==> src/rtl/frame_seq_pkg.sv <==
// Shared constants, state encoding and address helper for the frame sequencer.
package frame_seq_pkg;

  localparam int ADDR_WIDTH_DEF    = 20;
  localparam int OFFSET_OUTPUT_DEF = 393216;
  localparam int OFFSET_OVALID_DEF = 395264;
  localparam int OFFSET_RESET_DEF  = 395272;
  localparam int OFFSET_WEIGHT_DEF = 395276;
  localparam int IMG_WORDS_DEF     = 98304;
  localparam int WT_WORDS_DEF      = 38488;
  localparam int OUT_WORDS_DEF     = 512;
  localparam int RST_WAIT_DEF      = 16;

  typedef enum logic [3:0] {
    ST_IDLE,
    ST_SRST,
    ST_RWAIT,
    ST_LOAD_WT,
    ST_LOAD_IMG,
    ST_WAIT_DONE,
    ST_RD_ADDR,
    ST_RD_CAP,
    ST_OUT
  } state_t;

  typedef enum logic [1:0] {
    WR_NONE,
    WR_SRST,
    WR_WT,
    WR_IMG
  } wr_src_t;

  function automatic logic [31:0] word_addr(input int base, input logic [16:0] idx);
    return 32'(base) + {13'b0, idx, 2'b00};
  endfunction

endpackage

==> src/rtl/frame_seq_if.sv <==
// Accelerator register/memory port: registered write port, one-cycle-latency read port, done flag.
interface frame_seq_if #(
  parameter int ADDR_WIDTH = 20
);
  logic [31:0]           wr_data;
  logic [ADDR_WIDTH-1:0] wr_addr;
  logic                  wr_en;
  logic [3:0]            wr_strobe;
  logic [ADDR_WIDTH-1:0] rd_addr;
  logic                  rd_en;
  logic [31:0]           rd_data;
  logic                  o_valid;

  modport master (
    output wr_data, wr_addr, wr_en, wr_strobe, rd_addr, rd_en,
    input  rd_data, o_valid
  );

  modport slave (
    input  wr_data, wr_addr, wr_en, wr_strobe, rd_addr, rd_en,
    output rd_data, o_valid
  );
endinterface

==> src/rtl/frame_seq_wr_mux.sv <==
// Registered accelerator write driver: soft-reset, weight or image source, with address generation.
module frame_seq_wr_mux
  import frame_seq_pkg::*;
#(
  parameter int ADDR_WIDTH    = ADDR_WIDTH_DEF,
  parameter int OFFSET_RESET  = OFFSET_RESET_DEF,
  parameter int OFFSET_WEIGHT = OFFSET_WEIGHT_DEF
) (
  input  logic                  clk,
  input  logic                  rst_n,
  input  wr_src_t               src,
  input  logic [16:0]           k,
  input  logic [31:0]           wt_data,
  input  logic [31:0]           img_data,
  output logic [31:0]           wr_data,
  output logic [ADDR_WIDTH-1:0] wr_addr,
  output logic                  wr_en,
  output logic [3:0]            wr_strobe
);

  always_ff @(posedge clk or negedge rst_n) begin
    if (!rst_n) begin
      wr_data   <= '0;
      wr_addr   <= '0;
      wr_en     <= 1'b0;
      wr_strobe <= '0;
    end else begin
      wr_en <= (src != WR_NONE);
      case (src)
        WR_SRST: begin
          wr_addr   <= ADDR_WIDTH'(OFFSET_RESET);
          wr_data   <= 32'd1;
          wr_strobe <= 4'b0001;
        end
        WR_WT: begin
          wr_addr   <= ADDR_WIDTH'(word_addr(OFFSET_WEIGHT, k));
          wr_data   <= wt_data;
          wr_strobe <= 4'hF;
        end
        WR_IMG: begin
          wr_addr   <= ADDR_WIDTH'(word_addr(0, k));
          wr_data   <= img_data;
          wr_strobe <= 4'hF;
        end
        default: ;
      endcase
    end
  end

endmodule

==> src/rtl/frame_sequencer.sv <==
// Sequences one inference frame: optional soft reset, weight/image load, wait for done, result readback.
// Define FRAME_SEQ_TIMEOUT_EN to add a WAIT_DONE watchdog (TIMEOUT_CYCLES, timeout_err).
//   state     | meaning
//   IDLE      | ready for a command
//   SRST      | write 1 to soft-reset register
//   RWAIT     | hold RST_WAIT cycles after soft reset
//   LOAD_WT   | stream weights into weight memory
//   LOAD_IMG  | stream image words from address 0
//   WAIT_DONE | wait for accelerator done flag
//   RD_ADDR   | issue result read
//   RD_CAP    | capture read data into output register
//   OUT       | present word until consumer accepts
module frame_sequencer
  import frame_seq_pkg::*;
#(
  parameter int ADDR_WIDTH    = ADDR_WIDTH_DEF,
  parameter int OFFSET_OUTPUT = OFFSET_OUTPUT_DEF,
  parameter int OFFSET_RESET  = OFFSET_RESET_DEF,
  parameter int OFFSET_WEIGHT = OFFSET_WEIGHT_DEF,
  parameter int IMG_WORDS     = IMG_WORDS_DEF,
  parameter int WT_WORDS      = WT_WORDS_DEF,
  parameter int OUT_WORDS     = OUT_WORDS_DEF,
  parameter int RST_WAIT      = RST_WAIT_DEF
`ifdef FRAME_SEQ_TIMEOUT_EN
  ,
  parameter int TIMEOUT_CYCLES = 2 ** 24
`endif
) (
  input  logic        clk,
  input  logic        rst_n,
  input  logic        cmd_valid,
  output logic        cmd_ready,
  input  logic        cmd_reset,
  input  logic        cmd_load_wt,
  input  logic [31:0] s_wt_data,
  input  logic        s_wt_valid,
  output logic        s_wt_ready,
  input  logic [31:0] s_img_data,
  input  logic        s_img_valid,
  output logic        s_img_ready,
  output logic [31:0] m_out_data,
  output logic        m_out_valid,
  input  logic        m_out_ready,
  output logic        m_out_last,
  frame_seq_if.master acc,
  output logic        seq_busy,
  output logic        frame_done
`ifdef FRAME_SEQ_TIMEOUT_EN
  ,
  output logic        timeout_err
`endif
);

  state_t      state, state_next;
  wr_src_t     wr_src;
  logic [16:0] k;
  logic [8:0]  j, j_next;
  logic [15:0] rw_cnt;
  logic        flag_wt;
  logic        cmd_hs, wt_beat, img_beat, out_hs;
  logic        k_last_wt, k_last_img, j_last, rw_done;
  logic        to_fire, to_pend;

  assign k_last_wt  = (k == 17'(WT_WORDS - 1));
  assign k_last_img = (k == 17'(IMG_WORDS - 1));
  assign j_last     = (j == 9'(OUT_WORDS - 1));
  assign rw_done    = (rw_cnt == 16'd0);

  always_ff @(posedge clk or negedge rst_n) begin
    if (!rst_n) state <= ST_IDLE;
    else        state <= state_next;
  end

  always_comb begin
    state_next = state;
    j_next     = j;
    case (state)
      ST_IDLE:
        if (cmd_hs) begin
          if (cmd_reset)        state_next = ST_SRST;
          else if (cmd_load_wt) state_next = ST_LOAD_WT;
          else                  state_next = ST_LOAD_IMG;
        end
      ST_SRST:  state_next = ST_RWAIT;
      ST_RWAIT:
        if (rw_done) begin
          if (to_pend)      state_next = ST_IDLE;
          else if (flag_wt) state_next = ST_LOAD_WT;
          else              state_next = ST_LOAD_IMG;
        end
      ST_LOAD_WT:  if (wt_beat && k_last_wt)   state_next = ST_LOAD_IMG;
      ST_LOAD_IMG: if (img_beat && k_last_img) state_next = ST_WAIT_DONE;
      ST_WAIT_DONE: begin
        j_next = '0;
        if (acc.o_valid)  state_next = ST_RD_ADDR;
        else if (to_fire) state_next = ST_SRST;
      end
      ST_RD_ADDR: state_next = ST_RD_CAP;
      ST_RD_CAP:  state_next = ST_OUT;
      ST_OUT:
        if (out_hs) begin
          if (j_last) state_next = ST_IDLE;
          else begin
            state_next = ST_RD_ADDR;
            j_next     = j + 9'd1;
          end
        end
      default: state_next = ST_IDLE;
    endcase
  end

  always_comb begin
    cmd_ready = (state == ST_IDLE);
    seq_busy  = (state != ST_IDLE);
    cmd_hs    = cmd_valid && (state == ST_IDLE);
    wt_beat   = (state == ST_LOAD_WT) && s_wt_valid && s_wt_ready;
    img_beat  = (state == ST_LOAD_IMG) && s_img_valid && s_img_ready;
    out_hs    = (state == ST_OUT) && m_out_ready;
    wr_src    = WR_NONE;
    if (state == ST_SRST) wr_src = WR_SRST;
    else if (wt_beat)     wr_src = WR_WT;
    else if (img_beat)    wr_src = WR_IMG;
  end

  always_ff @(posedge clk or negedge rst_n) begin
    if (!rst_n) begin
      k       <= '0;
      j       <= '0;
      rw_cnt  <= '0;
      flag_wt <= 1'b0;
    end else begin
      if (cmd_hs) flag_wt <= cmd_load_wt;
      if (wt_beat)                k <= k_last_wt ? 17'd0 : k + 17'd1;
      else if (img_beat)          k <= k_last_img ? 17'd0 : k + 17'd1;
      else if (state == ST_IDLE)  k <= '0;
      j <= j_next;
      if (state == ST_SRST)                rw_cnt <= 16'(RST_WAIT - 1);
      else if (state == ST_RWAIT && !rw_done) rw_cnt <= rw_cnt - 16'd1;
    end
  end

  // Readies come from the next state so the last beat's edge also drops ready.
  always_ff @(posedge clk or negedge rst_n) begin
    if (!rst_n) begin
      s_wt_ready  <= 1'b0;
      s_img_ready <= 1'b0;
      acc.rd_en   <= 1'b0;
      acc.rd_addr <= '0;
      m_out_data  <= '0;
      m_out_valid <= 1'b0;
      m_out_last  <= 1'b0;
      frame_done  <= 1'b0;
    end else begin
      s_wt_ready  <= (state_next == ST_LOAD_WT);
      s_img_ready <= (state_next == ST_LOAD_IMG);
      acc.rd_en   <= (state_next == ST_RD_ADDR);
      if (state_next == ST_RD_ADDR)
        acc.rd_addr <= ADDR_WIDTH'(word_addr(OFFSET_OUTPUT, {8'b0, j_next}));
      if (state == ST_RD_CAP) m_out_data <= acc.rd_data;
      m_out_valid <= (state_next == ST_OUT);
      m_out_last  <= (state_next == ST_OUT) && j_last;
      frame_done  <= out_hs && j_last;
    end
  end

`ifdef FRAME_SEQ_TIMEOUT_EN
  logic [24:0] to_cnt;

  assign to_fire = (state == ST_WAIT_DONE) && !acc.o_valid && (to_cnt == 25'd0);

  always_ff @(posedge clk or negedge rst_n) begin
    if (!rst_n) begin
      to_cnt      <= '0;
      to_pend     <= 1'b0;
      timeout_err <= 1'b0;
    end else begin
      if (state != ST_WAIT_DONE)  to_cnt <= 25'(TIMEOUT_CYCLES - 1);
      else if (to_cnt != 25'd0)   to_cnt <= to_cnt - 25'd1;
      if (to_fire)                          to_pend <= 1'b1;
      else if (state == ST_RWAIT && rw_done) to_pend <= 1'b0;
      if (cmd_hs)       timeout_err <= 1'b0;
      else if (to_fire) timeout_err <= 1'b1;
    end
  end
`else
  assign to_fire = 1'b0;
  assign to_pend = 1'b0;
`endif

  frame_seq_wr_mux #(
    .ADDR_WIDTH   (ADDR_WIDTH),
    .OFFSET_RESET (OFFSET_RESET),
    .OFFSET_WEIGHT(OFFSET_WEIGHT)
  ) u_wr_mux (
    .clk      (clk),
    .rst_n    (rst_n),
    .src      (wr_src),
    .k        (k),
    .wt_data  (s_wt_data),
    .img_data (s_img_data),
    .wr_data  (acc.wr_data),
    .wr_addr  (acc.wr_addr),
    .wr_en    (acc.wr_en),
    .wr_strobe(acc.wr_strobe)
  );

endmodule

==> src/flat_wrapper.sv <==
// flat-port wrapper written by rule: the top's interface ports become plain ports
module frame_sequencer_flat import frame_seq_pkg::*;
#(
  parameter int ADDR_WIDTH    = ADDR_WIDTH_DEF,
  parameter int OFFSET_OUTPUT = OFFSET_OUTPUT_DEF,
  parameter int OFFSET_RESET  = OFFSET_RESET_DEF,
  parameter int OFFSET_WEIGHT = OFFSET_WEIGHT_DEF,
  parameter int IMG_WORDS     = IMG_WORDS_DEF,
  parameter int WT_WORDS      = WT_WORDS_DEF,
  parameter int OUT_WORDS     = OUT_WORDS_DEF,
  parameter int RST_WAIT      = RST_WAIT_DEF

)
  (clk, rst_n, cmd_valid, cmd_ready, cmd_reset, cmd_load_wt, s_wt_data, s_wt_valid, s_wt_ready, s_img_data, s_img_valid, s_img_ready, m_out_data, m_out_valid, m_out_ready, m_out_last, seq_busy, frame_done, acc_wr_data, acc_wr_addr, acc_wr_en, acc_wr_strobe, acc_rd_addr, acc_rd_en, acc_rd_data, acc_o_valid);
  frame_seq_if #(.ADDR_WIDTH(ADDR_WIDTH)) acc_i ();
  input  logic clk;
  input  logic rst_n;
  input  logic cmd_valid;
  output logic cmd_ready;
  input  logic cmd_reset;
  input  logic cmd_load_wt;
  input  logic [31:0] s_wt_data;
  input  logic s_wt_valid;
  output logic s_wt_ready;
  input  logic [31:0] s_img_data;
  input  logic s_img_valid;
  output logic s_img_ready;
  output logic [31:0] m_out_data;
  output logic m_out_valid;
  input  logic m_out_ready;
  output logic m_out_last;
  output logic seq_busy;
  output logic frame_done;
  output wire logic [$bits(acc_i.wr_data)-1:0] acc_wr_data;
  output wire logic [$bits(acc_i.wr_addr)-1:0] acc_wr_addr;
  output wire logic [$bits(acc_i.wr_en)-1:0] acc_wr_en;
  output wire logic [$bits(acc_i.wr_strobe)-1:0] acc_wr_strobe;
  output wire logic [$bits(acc_i.rd_addr)-1:0] acc_rd_addr;
  output wire logic [$bits(acc_i.rd_en)-1:0] acc_rd_en;
  input wire logic [$bits(acc_i.rd_data)-1:0] acc_rd_data;
  input wire logic [$bits(acc_i.o_valid)-1:0] acc_o_valid;
  assign acc_wr_data = acc_i.wr_data;
  assign acc_wr_addr = acc_i.wr_addr;
  assign acc_wr_en = acc_i.wr_en;
  assign acc_wr_strobe = acc_i.wr_strobe;
  assign acc_rd_addr = acc_i.rd_addr;
  assign acc_rd_en = acc_i.rd_en;
  assign acc_i.rd_data = acc_rd_data;
  assign acc_i.o_valid = acc_o_valid;
  frame_sequencer #(.ADDR_WIDTH(ADDR_WIDTH), .OFFSET_OUTPUT(OFFSET_OUTPUT), .OFFSET_RESET(OFFSET_RESET), .OFFSET_WEIGHT(OFFSET_WEIGHT), .IMG_WORDS(IMG_WORDS), .WT_WORDS(WT_WORDS), .OUT_WORDS(OUT_WORDS), .RST_WAIT(RST_WAIT)) u_core (.clk(clk), .rst_n(rst_n), .cmd_valid(cmd_valid), .cmd_ready(cmd_ready), .cmd_reset(cmd_reset), .cmd_load_wt(cmd_load_wt), .s_wt_data(s_wt_data), .s_wt_valid(s_wt_valid), .s_wt_ready(s_wt_ready), .s_img_data(s_img_data), .s_img_valid(s_img_valid), .s_img_ready(s_img_ready), .m_out_data(m_out_data), .m_out_valid(m_out_valid), .m_out_ready(m_out_ready), .m_out_last(m_out_last), .acc(acc_i), .seq_busy(seq_busy), .frame_done(frame_done));
endmodule
==> config.mk <==
export PLATFORM = sky130hd
export DESIGN_NAME = frame_sequencer_flat
export DESIGN_NICKNAME = d
export VERILOG_FILES = /design/src/rtl/frame_seq_pkg.sv /design/src/rtl/frame_seq_if.sv /design/src/rtl/frame_seq_wr_mux.sv /design/src/rtl/frame_sequencer.sv /design/src/flat_wrapper.sv
export SDC_FILE = /design/constraint.sdc
export NUM_CORES = 1
export LEC_CHECK = 0
export BUFFER_PORTS_ARGS = -buffer_cell sky130_fd_sc_hd__clkbuf_2
export CORE_MARGIN = 8
export CORE_UTILIZATION = 46
export DETAILED_ROUTE_END_ITERATION = 12
export GPL_TIMING_DRIVEN = 1
export PLACE_DENSITY = 0.76
export SLEW_MARGIN = 15
export SYNTH_ARGS = -nofsm -noshare
export SYNTH_HDL_FRONTEND = slang
export SYNTH_SLANG_ARGS = --single-unit
==> constraint.sdc <==
create_clock -name clk -period 2.1 [get_ports clk]
set_input_delay 0.42 -clock clk [delete_from_list [all_inputs] [get_ports clk]]
set_output_delay 0.42 -clock clk [all_outputs]
set_load 0.01 [all_outputs]
==> results of run 1 <==
-- synthesized netlist by cell type (all sizes together) (2+ instances only) --
cell	number
mux2i	3
nand3	16
nand3b	6
a221o	2
nor4	8
mux2	40
xor2	17
and4	4
nand2	50
nor3b	3
o21ai	35
and3	4
ha	4
nand4	12
buf	34
o31ai	3
nor4b	6
or3	5
a211oi	3
o211ai	6
o21a	2
and2	6
and3b	2
a21oi	18
nor2	48
a311oi	2
nor3	17
a22o	2
xnor2	14
dfrtp	148
o22ai	4
clkbuf	18
or2	3
inv	43
a222oi	31
-- through the flow --
stage | power, mW | hold slack (ns) | TNS, ns | instances | setup slack [ns]
detailed placement | 8.40 | 0.419 | -1.18 | 1068 | -0.102
CTS | 11.6 | 0.187 | 0 | 1104 | 0.000965
global route | 12.5 | 0.204 | -2.30 | 1115 | -0.172
floorplan | 6.58 | 0.124 | -0.173 | 650 | -0.0247
finish | 11.8 | 0.201 | -0.272 | 1115 | -0.0407
global placement | 8.28 | 0.419 | -8.90 | 1068 | -0.426
-- power groups by stage --
| stage | Clock (mW) | Sequential (mW) | Combinational (mW) |
|---|---|---|---|
| floorplan | 0 | 4.61 | 1.97 |
| global placement | 0 | 4.26 | 4.02 |
| detailed placement | 0 | 4.31 | 4.10 |
| CTS | 3.13 | 4.27 | 4.17 |
| global route | 3.23 | 4.39 | 4.83 |
| finish | 3.07 | 4.29 | 4.44 |
-- kinds of logic (layout without fill, tap and decap cells) --
group	Yosys count	count (layout)
and+or+nand+nor	199	199
adders and majority gates	4	4
buffers and inverters	96	373
AOI/OAI and AO/OA	118	118
other	1	11
DFF	148	148
muxes	43	43
xor gates and xnor gates	31	31
-- state kept, by name, summed over array words and instances (netlist names), 2 cells and up --
name and count:
u_core.j 9, u_core.k 17, u_core.rw_cnt 16, u_core.u_wr_mux.wr_data 32
u_core.u_wr_mux.wr_addr 18, u_core.state 4, u_core.acc.rd_addr 10, u_core.m_out_data 32
u_core.u_wr_mux.wr_strobe 2
-- critical path: stages (launching register included) --
cell and delay, ns:
dfrtp_1 0.38, inv_2 0.07, ha_4 0.13, nor4b_4 0.24
nand4_2 0.14, and2_4 0.21, nor4_4 0.35, nor2_4 0.07
buf_12 0.15, mux2_4 0.29
-- repair_timing --
action	CTS	global route
endpoints found under the setup margin	21	41
hold buffers	1	0
pin swaps	5	10
resized for setup	17	42
setup buffers	3	11
endpoints found under the hold margin	49	0
-- final timing paths --
| check | endpoint | slack (ns) |
|---|---|---|
| setup / recovery | u_core.acc.rd_addr[6] | -0.04 |
| hold / removal | u_core.u_wr_mux.wr_data[15] | 0.20 |
| setup reg to reg | u_core.acc.rd_addr[6] | -0.04 |
| hold reg to reg | u_core.u_wr_mux.wr_strobe[0] | 0.48 |
| max in group asynchronous | u_core.k[1] | 0.86 |
| min in group asynchronous | u_core.u_wr_mux.wr_addr[17] | 0.52 |
-- layout make-up --
class	count	area, sq um	share of cell area [%]
clock buffers	19	453	4.70
clock inverters	13	148	1.53
inverters	43	161	1.67
multi-input cells	406	3160	32.8
flip-flops and latches	148	3700	38.4
well taps	188	235	2.44
repair buffers	298	1780	18.5
-- layer usage --
metal  up-vias  GRT usage, %
li1       2821             -
met1      3020          23.8
met2       243          33.2
met3        39          7.11
met4         0          8.49
met5         -             0
==> metrics, run 1 <==
outcome finished with violations; failing checks negative setup slack; sequential area share after synthesis 52.9%; min cycle time layout 2.14 ns; worst endpoint required time 2.41 ns; Max-cap violations 0; Worst-Skew Late Latency 0.43 ns; Hold WC Path Type in -> reg; share of cells above drive strength 1 46.3%; total clock buffers created by CTS 17; met3 wire len 1.63 mm; post-route cell area 9640 sq um; final worst setup slack -0.0407 ns; commonest non-fill, non-tap cell in the layout clkbuf_2; commonest non-fill, non-tap cells in the layout clkbuf_2, dfrtp_1, buf_4; Final period util 102%; fin util 64.1%; ANT cells 0; Pins Over Slew Limit 0; initial core utilization 46.6%; combined global-route utilization of all metal layers 20.3%; number of global-route vias before repair 6199; DR pass1 iterations 7; Lkg Pwr 4.91 nW; gpl congestion 0.811; top-area cell type share of the netlist area 52.9%; maximum VDD drop 0.764 mV; core box area 15000 sq um; clock-pin transition on the worst setup and hold timing paths 0.06 ns; via count 6123; DPL Wire Length 14.5 mm; vias per cell 5.49; initial DRC count 515; Area after DPL 8640 sq um; WS Path Type reg -> reg; xor/xnor share of the synthesized area 3.88%; H-tree depth 4; Die Wd 139 um; Residual DRC 0; FF-to-FF Start u_core.rw_cnt[0]; Adder-Cell Fraction of Synth Area 0.715%; largest family of logic cells by synthesized area simple AND/OR/NAND/NOR gates; Bufs on Longest Clock Path 2; Seq pwr share 36.3%; Post-Synth Simple-Gate Area 16.5%; Synth Area in Compound Gates 12.2%; top layer in use met4; Worst EP arrival 2.46 ns; Final Skew 0.0112 ns; clk sinks 148; Hold Vio Cnt, Final 0; Syn. warnings 0; CTS tree yes; Internal Power 7.69 mW; Unique masters post-synth 79; Synth Register Bits 148; Port Buffers 210; initial antenna violation count 0; Rows 45; Mapped Cells 640; ys flop type dfrtp_1; PwrDens 1220 nW/um^2; final setup fails 7; drt wl/cell 18.0 um; Die H 139 um; Hold Crit Start s_img_data[15]; WL met2 9.97 mm; Worst-Margin Slew 0.827 ns; Worst R2R Path Depth 9; WL final 20.0 mm; Hold Path Stages 3; DRT met1 WL 7.99 mm; Final ANT Viol Nets 0; largest net degree at the start of global routing 55; Comb pwr share 37.7%; final-stage net count 1023; Clock Tree Root clkbuf_16; Setup crit start kind flop; mux contribution to synthesized area 7.24%; relative slew slack 44.7%; switching pwr 4.12 mW; Mean Syn Cell Area 10.9 sq um; Switching Share 34.9%; clock network fraction of design power 26.0%; global-route wire length before repair 31.9 mm; RSZ-0062 raised after global routing true; Max Freq 467 MHz; Post-Syn Area 7000 sq um; synth top area cells dfrtp_1, mux2_2, a222oi_1, nand2_1, o21ai_0; crit end category flop; fillcell total 1182; Synth area leader dfrtp_1; area delta synth->final 37.8%; gr ovfl total 0; IO Pins 222; CP startpoint u_core.rw_cnt[0]; Post-synth EDFFs 0; die area 19400 sq um; CP max FO 9; FFs w/ async S/R, synth 100%
(Power assumes the default switching activity.)
==> inputs of run 2 (changes only) <==
--- a/config.mk
+++ b/config.mk
@@ -10,7 +10,7 @@
 export CORE_UTILIZATION = 46
 export DETAILED_ROUTE_END_ITERATION = 12
 export GPL_TIMING_DRIVEN = 1
-export PLACE_DENSITY = 0.76
+export PLACE_DENSITY = 0.85
 export SLEW_MARGIN = 15
 export SYNTH_ARGS = -nofsm -noshare
 export SYNTH_HDL_FRONTEND = slang
==> run 2 against run 1 <==
Compared with the run above:
- the flow still finishes with violations (negative setup slack)
- sequential cell count did not move
- setup slack got worse by 0.051 ns
- clock skew fell by 0.0027 ns
- core utilization fell by 0.21 points
- routed wire length rose by 4.9%
- cell area fell by 0.32%
- register-to-register slack got worse by 0.05 ns
- global-route usage rose by 0.33 points
- critical path depth did not move
- count of clock-buffer cells in the layout did not move
- maximum frequency fell by 2.3%
- power rose by 1.3%
- largest cell class unchanged
- largest power group unchanged
==> metrics, run 2 (same netlist as run 1, synthesis figures left out) <==
outcome finished with violations; failing checks negative setup slack; clock-pin transition on the worst setup and hold timing paths 0.06 ns; total clock buffers created by CTS 17; maximum VDD drop 0.883 mV; initial core utilization 46.6%; DR pass1 iterations 7; final-stage net count 1022; final worst setup slack -0.0919 ns; min cycle time layout 2.19 ns; final setup fails 7; Worst EP arrival 2.49 ns; Max-cap violations 0; gr ovfl total 0; PwrDens 1240 nW/um^2; Total Power 12.0 mW; Final Skew 0.00844 ns; clk sinks 148; Hold Crit Start s_img_data[12]; core box area 15000 sq um; Non-Filler Instances 1114; hold_ws 0.207 ns; combined global-route utilization of all metal layers 20.6%; pre-CTS setup slack -0.108 ns; die area 19400 sq um; gpl congestion 0.908; commonest non-fill, non-tap cell in the layout clkbuf_2; ANT cells 0; relative slew slack 46.7%; Die Wd 139 um; r2r setup slk -0.09 ns; initial DRC count 596; Die H 139 um; drt wl/cell 18.9 um; Hold WC Path Type in -> reg; share of cells above drive strength 1 46.0%; crit end category flop; CP max FO 5; Port Buffers 210; Worst-Skew Late Latency 0.42 ns; fillcell total 1130; WL final 21.0 mm; Lkg Pwr 4.89 nW; vias per cell 5.60; WS Path Type reg -> reg; FF-to-FF Start u_core.rw_cnt[0]; Worst R2R Path Depth 9; crit path capture u_core.acc.rd_addr[7]; number of global-route vias before repair 6299; Placed Cells 1060; RSZ-0062 raised after global routing true; FF+latch area 3700 sq um; Clock Tree Root clkbuf_16; largest net degree at the start of global routing 70; Final ANT Viol Nets 0; Pins Over Slew Limit 0; Final period util 104%; DPL Wire Length 14.7 mm; Residual DRC 0; Bufs on Longest Clock Path 2; Hold Vio Cnt, Final 0; CTS tree yes; H-tree depth 4; global-route wire length before repair 32.1 mm; initial antenna violation count 0; Max Freq 456 MHz; IO Pins 222; end of the worst register-to-register path u_core.acc.rd_addr[7]; Multi-input gate area 3130 sq um; area delta synth->final 37.3%; via count 6240; worst endpoint required time 2.40 ns; Setup crit start kind flop; Largest regs u_core.m_out_data (32), u_core.u_wr_mux.wr_data (32), u_core.u_wr_mux.wr_addr (18); CP startpoint u_core.rw_cnt[0]; commonest non-fill, non-tap cells in the layout clkbuf_2, dfrtp_1, buf_4; Rows 45; Worst-Margin Slew 0.799 ns
[run 2: worst min-delay path by stage]
stage	to	depth (start not counted)	slack (ns)
2_1_floorplan	u_core.acc.rd_addr[10]	0	0.12
3_3_place_gp	u_core.rw_cnt[11]	1	0.31
3_5_place_dp	u_core.rw_cnt[11]	1	0.32
4_1_cts	u_core.u_wr_mux.wr_data[12]	3	0.19
5_1_grt	u_core.u_wr_mux.wr_data[16]	3	0.20
6_report	u_core.u_wr_mux.wr_data[12]	3	0.21
[run 2: area by class of cell]
type                       instances  area share [%]
clock buffer                      19            4.71
clock inverter                    13            1.52
inverter                          43            1.71
multi-input combinational        408            32.6
sequential                       148            38.5
tap                              188            2.45
timing repair buffer             295            18.5
[run 2: per-layer routing]
layer / GRT usage, % / share of wire [%]
met4: 6.70 / 3.0
met1: 23.3 / 37
met2: 35.0 / 50
met5: 0 / 0
met3: 8.07 / 9.5
[run 2: critical path, stage by stage (launching register included)]
cell	delay, ns
dfrtp_1	0.40
inv_2	0.08
ha_4	0.15
nor4b_4	0.25
buf_4	0.19
nand4b_1	0.10
nor2_1	0.24
nor3_4	0.11
nor2_4	0.25
mux2_4	0.32
[run 2: where the power goes]
group	switching [mW]	internal, mW	total, mW
Clock	1.24	1.83	3.07
Combinational	2.44	2.13	4.57
Sequential	0.600	3.72	4.32
Total	4.28	7.68	12.0
[run 2: stage by stage]
stage	area, sq um	TNS, ns	utilization [%]
finish	9610	-0.453	63.9
global route	9610	-1.28	63.9
CTS	9300	-0.117	61.9
detailed placement	8580	-0.863	57.1
global placement	8580	-10.15	57.1
floorplan	7040	-0.173	-
[run 2: what timing repair did]
| action | CTS | global route |
|---|---|---|
| pin swaps | 7 | 17 |
| buffers inserted | 6 | 12 |
| gates resized for setup | 13 | 51 |
| gates cloned | 1 | 2 |
| endpoints found under the hold margin | 26 | 0 |
| hold buffers | 1 | 0 |
| endpoints found under the setup margin | 32 | 82 |
